==> config.mk <==
export PLATFORM = sky130hd
export DESIGN_NAME = axi_read_burst_master
export DESIGN_NICKNAME = d
export VERILOG_FILES = /design/src/rtl/axi_read_burst_master.sv
export SDC_FILE = /design/constraint.sdc
export NUM_CORES = 1
export LEC_CHECK = 0
export ABC_AREA = 1
export ABC_CLOCK_PERIOD_IN_PS = 3580
export CORE_MARGIN = 3
export CORE_UTILIZATION = 40
export CTS_BUF_LIST = sky130_fd_sc_hd__clkbuf_8
export DETAILED_ROUTE_END_ITERATION = 10
export PLACE_DENSITY = 0.85
export RECOVER_POWER = 100
export REMOVE_ABC_BUFFERS = 1
export SYNTH_ARGS = -nofsm -noshare
export SYNTH_HDL_FRONTEND = slang
export SYNTH_SLANG_ARGS = --single-unit
==> constraint.sdc <==
create_clock -name aclk -period 3.58 [get_ports aclk]
set_input_delay 0.895 -clock aclk [delete_from_list [all_inputs] [get_ports aclk]]
set_output_delay 0.895 -clock aclk [all_outputs]
set_load 0.01 [all_outputs]
==> src/rtl/axi_read_burst_master.sv <==
// AXI4 read-burst master: takes a (start address, beat count) command,
// issues one INCR burst on AR, and forwards R beats through a single
// registered valid/ready output stage. Response codes and rlast placement
// are checked and folded into a sticky err flag.
//
// state | meaning
// ------+----------------------------------------------------------------
// IDLE  | waiting for a command; cmd_ready high
// ADDR  | AR request held on the bus until arready
// DATA  | accepting R beats; the beat counter alone decides the end
// DRAIN | final beat sits in the output register; done once it leaves

module axi_read_burst_master #(
    parameter int DATA_WIDTH    = 32,
    parameter int ADDRESS_WIDTH = 8,
    parameter int STROBE_WIDTH  = DATA_WIDTH / 8,
    parameter int SIZE_LOG2     = $clog2(STROBE_WIDTH)
) (
    input  logic                     aclk,
    input  logic                     areset,
    input  logic [ADDRESS_WIDTH-1:0] cmd_addr,
    input  logic [7:0]               cmd_len,
    input  logic                     cmd_valid,
    output logic                     cmd_ready,
    output logic [ADDRESS_WIDTH-1:0] araddr,
    output logic [7:0]               arlen,
    output logic [2:0]               arsize,
    output logic [1:0]               arburst,
    output logic                     arvalid,
    input  logic                     arready,
    input  logic [DATA_WIDTH-1:0]    rdata,
    input  logic [1:0]               rresp,
    input  logic                     rlast,
    input  logic                     rvalid,
    output logic                     rready,
    output logic [DATA_WIDTH-1:0]    out_data,
    output logic                     out_last,
    output logic                     out_valid,
    input  logic                     out_ready,
    output logic                     done,
    output logic                     err
);

    typedef enum logic [1:0] {
        IDLE  = 2'd0,
        ADDR  = 2'd1,
        DATA  = 2'd2,
        DRAIN = 2'd3
    } state_t;

    // Clears the sub-beat byte-offset bits so the burst starts aligned.
    localparam logic [ADDRESS_WIDTH-1:0] ALIGN_MASK =
        ~ADDRESS_WIDTH'((1 << SIZE_LOG2) - 1);

    state_t     state;
    state_t     state_next;
    logic [8:0] beat_cnt;
    logic       cmd_fire;
    logic       beat_fire;
    logic       final_beat;

    assign arsize     = 3'(SIZE_LOG2);
    assign arburst    = 2'b01;
    assign cmd_fire   = cmd_valid && cmd_ready;
    assign beat_fire  = rvalid && rready;
    assign final_beat = (beat_cnt == 9'd1);

    // State register.
    always_ff @(posedge aclk) begin
        if (areset) begin
            state <= IDLE;
        end else begin
            state <= state_next;
        end
    end

    // Next-state decode and handshake outputs.
    always_comb begin
        state_next = state;
        cmd_ready  = 1'b0;
        arvalid    = 1'b0;
        rready     = 1'b0;
        done       = 1'b0;
        case (state)
            IDLE: begin
                cmd_ready = 1'b1;
                if (cmd_valid) begin
                    state_next = ADDR;
                end
            end
            ADDR: begin
                arvalid = 1'b1;
                if (arready) begin
                    state_next = DATA;
                end
            end
            DATA: begin
                rready = !out_valid || out_ready;
                if (rvalid && rready && final_beat) begin
                    state_next = DRAIN;
                end
            end
            DRAIN: begin
                if (!out_valid) begin
                    done       = 1'b1;
                    state_next = IDLE;
                end
            end
            default: state_next = IDLE;
        endcase
    end

    // Command capture: AR fields, beat down-counter and error flag.
    always_ff @(posedge aclk) begin
        if (areset) begin
            araddr   <= '0;
            arlen    <= '0;
            beat_cnt <= '0;
            err      <= 1'b0;
        end else if (cmd_fire) begin
            araddr   <= cmd_addr & ALIGN_MASK;
            arlen    <= cmd_len;
            beat_cnt <= {1'b0, cmd_len} + 9'd1;
            err      <= 1'b0;
        end else if (beat_fire) begin
            beat_cnt <= beat_cnt - 9'd1;
            if ((rresp != 2'b00) || (rlast != final_beat)) begin
                err <= 1'b1;
            end
        end
    end

    // Output register; a new beat may load in the same cycle the old one leaves.
    always_ff @(posedge aclk) begin
        if (areset) begin
            out_data  <= '0;
            out_last  <= 1'b0;
            out_valid <= 1'b0;
        end else if (beat_fire) begin
            out_data  <= rdata;
            out_last  <= final_beat;
            out_valid <= 1'b1;
        end else if (out_valid && out_ready) begin
            out_last  <= 1'b0;
            out_valid <= 1'b0;
        end
    end

endmodule

Word-level counts from Yosys, hierarchy flattened
Cells that the tools add are included.
{"block": "classes", "add_sub_neg": 2, "n_eq_ne": 9, "n_mux": 15, "n_reduce_logical": 15}
{"operator": "$mux W9", "count": 2}
{"operator": "$add A8 B1 Y9 const B", "count": 1}
{"operator": "$eq A9 B1 Y1 const B", "count": 1}
{"operator": "$sub A9 B1 Y9 const B", "count": 1}
{"operator": "$mux W1", "count": 8}
{"operator": "$mux W2", "count": 4}
{"operator": "$ne A2 B2 Y1 const B", "count": 4}
{"operator": "$pmux W2 S4", "count": 1}
{"operator": "$reduce_bool A2 Y1", "count": 3}
{"operator": "$logic_and A1 B1 Y1", "count": 5}
{"operator": "$eq A2 B2 Y1 const B", "count": 2}
{"operator": "$reduce_and A4 Y1", "count": 1}
{"operator": "$eq A2 B1 Y1 const B", "count": 1}
{"operator": "$logic_not A2 Y1", "count": 1}
{"operator": "$logic_or A1 B1 Y1", "count": 2}
{"operator": "$reduce_and A2 Y1", "count": 1}
{"operator": "$reduce_or A2 Y1", "count": 1}
{"operator": "$logic_not A1 Y1", "count": 1}
{"operator": "$ne A1 B1 Y1", "count": 1}
{"block": "totals", "reg_bits": 60, "in_bits": 57, "output_inout_bits": 60, "wordCells": 49}

Depth between registers and ports, before layout
{"block": "depth", "word_depth": 6, "depth_mapped": 10, "mapped_depth_nobuf": 10}

Worst setup path before layout
No wires, ideal clock.
{"block": "synth_path", "path_type": "input -> output", "from": "input out_ready", "to": "output rready", "arrival_ns": 1.215, "slack_ns": 1.470, "path_stages": 4, "n_path_buf": 0, "cell_sequence": "inv_1 -> nand2_2 -> inv_1 -> nor2_1"}
{"block": "synth_via", "elab_chain_cells": 2}
{"item": "from (decl)", "line": "39", "source": "input logic out_ready,"}
{"item": "$logic_or A1 B1 Y1", "line": "98", "source": "rready = !out_valid || out_ready;"}
{"item": "$mux W1", "line": "84", "source": "case (state)"}
{"item": "to (decl)", "line": "35", "source": "output logic rready,"}
No other way between the ends.

Final worst setup path
Ends and elaborated chain as after synthesis.

==> impl_metrics.tcl <==
set metrics [dict create \
    die_h_um 88.2 \
    start_util_pct 41.8 \
    hold_class "flip-flop to flip-flop" \
    die_area_um2 7780 \
    clock_skew_ns 0.00669 \
    critPathKind "primary input to primary output" \
    num_rows 29 \
    wl_per_cell_um 12.8 \
    die_w_um 88.2 \
    cts_max_path_buffers 2 \
    viasPerCell 4.89 \
    post_cts_resized 0 \
    drc 0 \
    most-common-layout-cells "109 x nand2_1, 60 x dfxtp_1, 56 x dlygate4sd3_1, 51 x clkdlybuf4s50_1, 47 x a21oi_1" \
    status "complete, no violations" \
    max-cap-violations 0 \
    synth_cell_type_count 24 \
    grt_max_degree 39 \
    fin_nets 550 \
    netlist_area_um2 2700 \
    antenna_found_initial 0 \
    crit_required_ns 2.68 \
    setup.worst_path.end_class "primary output" \
    clk_pin_slew_worst_paths_ns 0.06 \
    total_power_uw 2360 \
    critPathArrivalTime_ns 2.30 \
    vias 2774 \
    power_density_nw_per_um2 597 \
    synthCells 383 \
    core_um2 6460 \
    hpwl_um 5270 \
    max-vdd-ir-drop_mv 0.298 \
    power.leakage_uw 0.00177 \
    n_antenna_cell 0 \
    finalHoldViolations 0 \
    ant_nets 0 \
    postSynthAreaPerCell_um2 7.05 \
    setup_tns_ns 0 \
    globalplace.congestion 0.894 \
    portBuffers 107 \
    drtPass1Iterations 4 \
    cts_made_buffers 9 \
    grt_pass1_vias 2512 \
    synth-seq-area-share_pct 44.5 \
    postCtsHoldBufs 0 \
    cts_max_level 3 \
    timing.fmax_mhz 313 \
    grt_use_total_pct 18.2 \
    period_needed_ns 3.20 \
    reg2reg_setup_slack_ns 1.19 \
    synth_seq_cells 60 \
    rsz0062_at_grt "false" \
    critPathLaunchType "primary input" \
    min_path_cells 2 \
    finalWirelength_um 7260 \
    syn_to_final_growth_pct 46.5 \
    place_area_um2 3770 \
    r2r_cells 10 \
    slew_violations 0 \
    grt-ovfl-total 0 \
    final-setup-viol-count 0 \
    path_max_fanout 3 \
    finish.instance_area_um2 3960 \
    tritoncts "built" \
    cts.sinks 60 \
    postCtsSetupBuffers 0 \
    ios 117 \
    synth-warning-count 0 \
    drive_gt1_share_pct 3.88 \
    slew_headroom_pct 50.2 \
    insertion_delay_ns 0.33 \
    drt_iter0_markers 124 \
    worst_pin_slew_ns 0.746 \
    root_buffer "clkbuf_8" \
    final_common_cell "nand2_1" \
    grt_first_pass_wirelength_um 11400 \
    period_share_pct 89.3 \
]
[state kept, by name, summed over array words and instances, names as in the netlist]
name and cells:
err 1, out_valid 1, araddr 6, arlen 8, state 2, out_last 1
out_data 32, beat_cnt 9
[power breakdown]
group,internal (µW),switching (µW),leakage (µW)
clock,375,259,0.000101
sequential,797,78.9,0.000490
combinational,370,484,0.00118
total,1540,822,0.00177
[final timing paths]
kind,start,endpoint
setup reg to reg,state[0],beat_cnt[6]
hold reg to reg,out_data[6],out_data[6]
hold / removal,out_data[6],out_data[6]
setup / recovery,out_ready,rready
[cells in the mapped netlist (all sizes together)]
master / instances / share of area (%)
nor3: 1 / 0.19
conb: 2 / 0.28
nand3b: 3 / 0.83
nor2: 43 / 6.1
o22ai: 1 / 0.23
xor2: 1 / 0.32
o31ai: 1 / 0.28
buf: 18 / 4.7
clkbuf: 6 / 0.83
ha: 7 / 3.2
dfxtp: 60 / 44
o21ai: 28 / 5.2
inv: 32 / 4.4
a21oi: 47 / 8.7
nand2: 109 / 15
nand3: 22 / 4.5
a31oi: 2 / 0.46
[cell families after synthesis]
group / Yosys count / share of synthesized area (%)
other: 2 / 0.278
buffers and inverters: 56 / 9.96
AND/OR/NAND/NOR: 178 / 26.9
flip-flops: 60 / 44.5
XOR/XNOR: 1 / 0.324
adder cells (fa/ha/maj): 7 / 3.24
AO/OA/AOI/OAI: 79 / 14.9
[critical path: stages]
cell and delay, ns:
dlygate4sd3_1 0.54, inv_1 0.04, nand2_1 0.09, inv_1 0.06
nor2_1 0.07, dlygate4sd3_1 0.60
[cell type report]
class                   count  area, µm²
multi-input cells         272       1230
well taps                  77       96.3
repair buffers            111       1090
inverters                  32        120
clock inverters             3       45.0
flip-flops and latches     60       1200
clock buffers              12        165
fillers                   583       2500
[stage by stage]
| step | setup slack, ns | hold slack [ns] | cells | utilization (%) |
|---|---|---|---|---|
| 4_1_cts | 0.494 | 0.465 | 567 | 61.6 |
| 2_1_floorplan | 1.42 | 0.448 | 364 | - |
| 3_3_place_gp | 0.495 | 0.451 | 552 | 58.3 |
| 5_1_grt | 0.301 | 0.481 | 567 | 61.3 |
| 6_report | 0.383 | 0.460 | 567 | 61.3 |
| 3_5_place_dp | 0.503 | 0.455 | 552 | 58.3 |
[routing by layer]
metal | global-route usage [%] | share of wire (%) | up-vias
li1 | - | - | 1419
met1 | 22.7 | 41 | 1269
met2 | 30.9 | 52 | 73
met3 | 3.10 | 4.4 | 13
met4 | 8.10 | 2.3 | 0
met5 | 0 | 0 | -
No activity file was read; power rests on OpenSTA's default activity.
